### src/rtl/demux_stream_n.sv
// demux_stream_n: a registered 1:N stream demultiplexer with valid/ready flow control.
// One word is held at a time. It is released to one channel, or broadcast to all
// channels, and stays held until every targeted consumer has accepted it. Words
// addressed to a channel that does not exist are dropped and counted.
module demux_stream_n #(
  parameter int DATA_W = 8,
  parameter int N_OUT  = 8,
  parameter int SEL_W  = 3,
  parameter int CNT_W  = 8
) (
  input  logic              clk,
  input  logic              rst_n,
  input  logic              in_valid,
  output logic              in_ready,
  input  logic [DATA_W-1:0] in_data,
  input  logic [SEL_W-1:0]  in_sel,
  input  logic              in_bcast,
  output logic [N_OUT-1:0]  o_valid,
  input  logic [N_OUT-1:0]  o_ready,
  output logic [DATA_W-1:0] o_data,
  output logic [CNT_W-1:0]  drop_cnt
);

  // The channel count is widened by one bit so that N_OUT == 2**SEL_W still fits.
  localparam logic [SEL_W:0] LP_N_OUT = (SEL_W + 1)'(N_OUT);

  logic [N_OUT-1:0]  r_pend;
  logic [DATA_W-1:0] r_data;
  logic [CNT_W-1:0]  r_drop_cnt;

  logic              w_done;
  logic              w_accept;
  logic              w_sel_ok;
  logic [N_OUT-1:0]  w_load_mask;
  logic [N_OUT-1:0]  w_pend_nxt;

  // The held word is finished once every pending channel is empty or handshaking now.
  // in_ready depends only on state and o_ready; in_valid never feeds back into it.
  assign w_done   = ((r_pend & ~o_ready) == '0);
  assign in_ready = w_done;
  assign w_accept = in_valid & w_done;
  assign w_sel_ok = ({1'b0, in_sel} < LP_N_OUT);

  // Build the destination mask for an incoming word, then pick the next pending mask.
  always_comb begin
    // NOTE: every signal driven here gets a default first, so no path can leave it
    // unassigned and infer a latch.
    w_load_mask = '0;
    w_pend_nxt  = r_pend & ~o_ready;
    if (in_bcast) begin
      w_load_mask = '1;
    end else if (w_sel_ok) begin
      w_load_mask = N_OUT'(1) << in_sel;
    end
    // On a refill the old bits are all handshaking this cycle (w_done), so the new
    // mask simply replaces them with no bubble in between.
    if (w_accept) begin
      w_pend_nxt = w_load_mask;
    end
  end

  // Pending mask, held payload and drop counter; reset drops any word in flight.
  always_ff @(posedge clk or negedge rst_n) begin
    // NOTE: state is updated with non-blocking assignments so every register samples
    // the values from before this edge, independent of statement order.
    if (!rst_n) begin
      r_pend     <= '0;
      r_data     <= '0;
      r_drop_cnt <= '0;
    end else begin
      r_pend <= w_pend_nxt;
      // The payload only changes on accept, so it stays stable while any bit is pending.
      if (w_accept) begin
        r_data <= in_data;
      end
      if (w_accept && !in_bcast && !w_sel_ok && (r_drop_cnt != '1)) begin
        r_drop_cnt <= r_drop_cnt + CNT_W'(1);
      end
    end
  end

  assign o_valid  = r_pend;
  assign o_data   = r_data;
  assign drop_cnt = r_drop_cnt;

endmodule
### config.mk
export PLATFORM = sky130hd
export DESIGN_NAME = demux_stream_n
export DESIGN_NICKNAME = d
export VERILOG_FILES = /design/src/rtl/demux_stream_n.sv
export SDC_FILE = /design/constraint.sdc
export NUM_CORES = 1
export LEC_CHECK = 0
export BUFFER_PORTS_ARGS = -buffer_cell sky130_fd_sc_hd__clkbuf_2
export CORE_UTILIZATION = 44
export CTS_CLUSTER_SIZE = 10
export DETAILED_ROUTE_END_ITERATION = 6
export PLACE_DENSITY = 0.91
export SYNTH_ARGS = -nofsm -noshare
export SYNTH_HDL_FRONTEND = slang
export SYNTH_SLANG_ARGS = --single-unit
### constraint.sdc
create_clock -name clk -period 4.7 [get_ports clk]
set_clock_uncertainty 0.1 [all_clocks]
set_input_delay 0.94 -clock clk [delete_from_list [all_inputs] [get_ports clk]]
set_output_delay 0.94 -clock clk [all_outputs]
set_load 0.01 [all_outputs]
==> flow_metrics.py, run 1 <==
metrics = {
    "run_status": {
        "outcome": "finished, final reports clean",
    },
    "power_and_ir_drop": {
        "ir_drop_mv": 0.249,
        "p_leak_nw": 0.534,
        "power_density_nw_per_um2": 586,
        "power_mw": 0.587,
    },
    "synth": {
        "synth_area_per_cell_um2": 11.4,
        "synth_area_leader_cell": "dfrtp_1",
        "synth_cell_type_count": 21,
        "synthTopCellsByArea": "dfrtp_1 51%, mux2_2 8.6%, buf_4 7.6%, a31oi_1 4.8%, mux2_4 3.8%",
        "synth_top_area_frac": 0.507,
        "ys_seq_elements": 16,
        "ys_warn_count": 0,
        "synth_area_um2": 790,
        "seq_area_frac_synth": 0.507,
        "syn-instance-count": 69,
    },
    "sta": {
        "setup_tns_ns": 0,
        "final-hold-violation-count": 0,
        "setup_viol": 0,
        "fin_crit_ns": 2.72,
        "period_share": 0.578,
        "fin_ws_ns": 1.98,
        "slew_violations": 0,
        "fmax_mhz": 368,
        "rsz0062_at_grt": "false",
    },
    "critical_path": {
        "cp_top_family": "simple AND/OR/NAND/NOR gates",
        "slowest_delay_ns": 0.21,
        "critical_path_class": "input pin to output pin",
        "r2r_start": "o_valid[0]",
        "r2r_end": "o_data[6]",
        "startpoint_type": "input pin",
        "crit_chain": "clkbuf_2, nand2b_1, and4_4, and3_1, clkbuf_2",
        "cp_data_arrival_time_ns": 1.68,
        "path_max_fanout": 2,
        "reg2reg_slack_ns": 3.02,
        "cp_num_buf_inv": 2,
        "r2r_cells": 4,
        "crit_top_cell": "clkbuf_2",
        "worstSetupEndpointType": "output pin",
        "crit_required_ns": 3.66,
        "slowest_stage": "and4_4",
    },
    "clock_tree": {
        "cts_tree": "built",
        "cts.repair.resized": 0,
        "htreeDepth": 1,
        "cts.sinks": 16,
        "insertion_delay_ns": 0.28,
        "cts_setup_buffers": 0,
        "clockBufferDepth": 2,
        "cts_root_buf": "clkbuf_4",
        "hold_buffers": 0,
        "cts_buffers": 3,
        "clk_pin_slew_ns": 0.09,
    },
    "layout": {
        "drive_above_1_share": 0.495,
        "stdcell_area_um2": 1000,
        "final_common_cell": "clkbuf_2",
        "finalCoreUtilization": 0.629,
        "layout_common_cells": "39 x clkbuf_2, 16 x dfrtp_1, 8 x conb_1",
        "diodes": 0,
        "fillers": 133,
        "area_growth_pct": 26.9,
        "fin_nets": 133,
    },
    "placement": {
        "place_ws_ns": 1.98,
        "post_dp_cell_area_um2": 966,
        "portBuffers": 39,
        "dp_hpwl_um": 1190,
        "gp_congestion": 0.783,
    },
    "hold_path": {
        "hold_class": "register to register",
        "hold_end": "o_data[0]",
        "hold_depth": 1,
        "worstHoldStart": "o_data[0]",
    },
    "global_route": {
        "antenna_found_initial": 0,
        "grt_pass1_wl_um": 2210,
        "grt-ovfl-total": 0,
        "grt_pass1_vias": 559,
        "track_usage": 0.163,
        "grt_start_max_net_pins": 17,
    },
    "route": {
        "ant_nets": 0,
        "viasPerCell": 4.76,
        "wl_per_cell_um": 11.0,
        "drcViolationCount": 0,
        "dr.pass1.iters": 4,
        "first_iter_violations": 7,
        "vias": 633,
        "drt-total-wl_um": 1460,
    },
    "die": {
        "initial_core_util": 0.495,
        "core_um2": 1590,
        "die_y_um": 44.4,
        "die-area_um2": 1970,
        "die_w_um": 44.4,
        "fp-row-count": 14,
        "ioPinCount": 48,
    },
    "run": {
        "maxCapViolations": 0,
    },
}
==> kinds of logic (layout without fill, tap and decap cells) <==
kind of cell / Yosys count / in the layout / share of synthesized area
simple gates: 13 / 13 / 0.119
mux: 8 / 8 / 0.124
other cells: 1 / 8 / 0.00475
buf+inv: 14 / 47 / 0.114
flops: 16 / 16 / 0.507
compound gates: 17 / 17 / 0.132
==> synth_stat cells <==
cell	number
dfrtp_1	16
buf_4	8
a31oi_1	6
mux2_2	6
inv_1	4
nand2b_1	4
o21ai_1	4
nor2b_1	3
o21bai_1	3
a21oi_1	2
mux2_4	2
nor2_1	2
a21oi_2	1
and3_1	1
and4_4	1
buf_1	1
buf_6	1
conb_1	1
nand2_1	1
nand4_4	1
o21ai_0	1
==> per-stage QoR <==
step,hold WS (ns),cells
2_1_floorplan,0.443,76
3_3_place_gp,0.388,129
3_5_place_dp,0.394,129
4_1_cts,0.415,133
5_1_grt,0.433,133
6_report,0.413,133
==> report_power, final <==
part           switching, mW  internal (mW)
combinational          0.131          0.134
sequential            0.0323          0.201
clock                 0.0422         0.0471
==> layout make-up <==
class / instances / area (um^2) / area share
Clock buffer: 4 / 36.3 / 0.0362
Inverter: 4 / 15.0 / 0.0150
Tap cell: 24 / 30.0 / 0.0300
Multi-Input combinational cell: 46 / 325 / 0.325
Timing Repair Buffer: 39 / 195 / 0.195
Sequential cell: 16 / 400 / 0.400
==> metal layers <==
metal | vias to the layer above | part of all wire | track usage
met2 | 31 | 0.54 | 0.279
met3 | 4 | 0.051 | 0.0490
met4 | 0 | 0.020 | 0.109
met5 | - | 0 | 0
li1 | 300 | - | -
met1 | 298 | 0.39 | 0.169
==> state kept, by name (all words and copies together) (netlist names) <==
register,flops
o_data,8
o_valid,8
==> worst max path at each step <==
stage	startpoint	end	slack, ns	cells past startpoint
CTS	o_ready[1]	in_ready	1.98	5
finish	o_ready[1]	in_ready	1.98	5
global route	o_ready[1]	in_ready	1.95	5
global placement	o_ready[1]	in_ready	2.02	5
detailed placement	o_ready[1]	in_ready	1.98	5
floorplan	o_ready[1]	in_ready	2.19	3
No activity file was read; power rests on OpenSTA's default activity.
==> run 2: changes to the inputs <==
--- a/config.mk
+++ b/config.mk
@@ -6,10 +6,10 @@
 export NUM_CORES = 1
 export LEC_CHECK = 0
 export BUFFER_PORTS_ARGS = -buffer_cell sky130_fd_sc_hd__clkbuf_2
-export CORE_UTILIZATION = 44
+export CORE_UTILIZATION = 41
 export CTS_CLUSTER_SIZE = 10
 export DETAILED_ROUTE_END_ITERATION = 6
-export PLACE_DENSITY = 0.91
+export PLACE_DENSITY = 0.87
 export SYNTH_ARGS = -nofsm -noshare
 export SYNTH_HDL_FRONTEND = slang
 export SYNTH_SLANG_ARGS = --single-unit
==> constraint.sdc (replaced) <==
create_clock -name clk -period 2.7 [get_ports clk]
set_clock_uncertainty 0.1 [all_clocks]
set_input_delay 0.54 -clock clk [delete_from_list [all_inputs] [get_ports clk]]
set_output_delay 0.54 -clock clk [all_outputs]
set_load 0.01 [all_outputs]
==> flow_metrics.py, run 2 (synthesized netlist as in run 1, its figures left out) <==
metrics = {
    "die": {
        "die-area_um2": 2100,
        "initial_core_util": 0.448,
        "die_y_um": 45.9,
        "fp-row-count": 15,
        "ioPinCount": 48,
        "core_um2": 1760,
        "die_w_um": 45.9,
    },
    "layout": {
        "drive_above_1_share": 0.495,
        "area_growth_pct": 27.1,
        "diodes": 0,
        "finalCoreUtilization": 0.569,
        "fin_nets": 133,
        "layout_common_cells": "39 x clkbuf_2, 16 x dfrtp_1, 8 x conb_1",
        "final_common_cell": "clkbuf_2",
    },
    "sta": {
        "fin_crit_ns": 2.02,
        "final-hold-violation-count": 0,
        "period_share": 0.746,
        "slew_violations": 0,
        "setup_tns_ns": 0,
        "fmax_mhz": 496,
        "hold_slack_ns": 0.0617,
        "rsz0062_at_grt": "false",
        "setup_viol": 0,
    },
    "route": {
        "wl_per_cell_um": 11.3,
        "dr.pass1.iters": 2,
        "drt-total-wl_um": 1510,
        "drcViolationCount": 0,
        "dr_wl_met3_um": 71,
        "viasPerCell": 4.63,
        "routed.top_layer": "met3",
        "wl_met1_um": 624,
        "vias": 621,
        "ant_nets": 0,
        "wl_met2_um": 813,
        "first_iter_violations": 3,
    },
    "critical_path": {
        "crit_chain": "nor2b_1, nor2_1, and3_1, clkbuf_2",
        "startpoint_type": "register",
        "slowest_stage": "dfrtp_1",
        "worstSetupEndpointType": "output pin",
        "path_max_fanout": 2,
        "crit_required_ns": 2.06,
        "cp_data_arrival_time_ns": 1.38,
        "critical_path_class": "register to output pin",
        "slowest_delay_ns": 0.39,
    },
    "power_and_ir_drop": {
        "swShare": 0.346,
        "p_sw_mw": 0.351,
        "p_leak_nw": 0.534,
        "seq_power_share": 0.398,
        "p_int_mw": 0.664,
        "pwr-share-comb": 0.450,
        "ir_drop_mv": 0.449,
        "power_density_nw_per_um2": 1010,
        "power.share.clock": 0.152,
    },
    "global_route": {
        "antenna_found_initial": 0,
        "grt_start_max_net_pins": 17,
        "grt_pass1_wl_um": 2290,
        "grt_pass1_vias": 551,
        "track_usage": 0.154,
        "grt-ovfl-total": 0,
    },
    "run": {
        "maxCapViolations": 0,
    },
    "clock_tree": {
        "htreeDepth": 1,
        "cts_tree": "built",
        "cts_root_buf": "clkbuf_4",
        "cts.sinks": 16,
        "cts.repair.resized": 0,
        "cts_setup_buffers": 0,
        "clockBufferDepth": 2,
        "clk_pin_slew_ns": 0.09,
        "insertion_delay_ns": 0.28,
        "cts_buffers": 3,
        "hold_buffers": 0,
    },
    "run_status": {
        "outcome": "finished, final reports clean",
    },
    "placement": {
        "dp_hpwl_um": 1200,
        "portBuffers": 39,
        "gp_congestion": 0.707,
    },
    "hold_path": {
        "hold_class": "input pin to asynchronous set/reset pin",
    },
}
-- run 2: cell counts in the layout (fill, tap and decap cells not counted) --
No cell type changed its count.
-- run 2: power groups by stage --
stage	Sequential [mW]	Clock [mW]	Combinational (mW)
finish	0.405	0.154	0.457
global route	0.421	0.170	0.499
CTS	0.407	0.159	0.465
detailed placement	0.409	0	0.465
global placement	0.405	0	0.452
floorplan	0.463	0	0.253
-- run 2: worst paths after layout --
| check | slack (ns) | endpoint | cells after the start | startpoint |
|---|---|---|---|---|
| min | 0.06 | o_valid[2] | 1 | rst_n |
| min in group clk | 0.39 | o_data[4] | 2 | in_data[4] |
| min reg2reg | 0.41 | o_data[3] | 1 | o_data[3] |
| max | 0.68 | in_ready | 4 | o_valid[5] |
| max reg2reg | 1.03 | o_data[5] | 4 | o_valid[5] |
| max in group asynchronous | 2.17 | o_valid[3] | 1 | rst_n |
-- run 2: routing by layer --
metal / vias up / global-route usage
li1: 300 / -
met1: 299 / 0.172
met2: 22 / 0.282
met3: 0 / 0.0357
met4: 0 / 0.0529
met5: - / 0
-- run 2: final cells by class --
cell class | count | area (um^2)
fillers | 189 | 761
flip-flops and latches | 16 | 400
multi-input cells | 46 | 325
inverters | 4 | 15.0
repair buffers | 39 | 195
well taps | 25 | 31.3
clock buffers | 4 | 36.3
-- run 2: critical path, delay by kind of cell (launching register included) --
family,cells,cell delay [ns]
DFF,1,0.39
and+or+nand+nor,3,0.59
buffers and inverters,1,0.12
-- run 2: stage by stage --
stage / area [um^2] / worst slack (ns) / total power, mW / instances
6_report: 1000 / 0.685 / 1.02 / 134
5_1_grt: 1000 / 0.581 / 1.09 / 134
3_5_place_dp: 967 / 0.800 / 0.874 / 130
4_1_cts: 1000 / 0.640 / 1.03 / 134
2_1_floorplan: 816 / 0.991 / 0.716 / 76
3_3_place_gp: 967 / 0.817 / 0.857 / 130
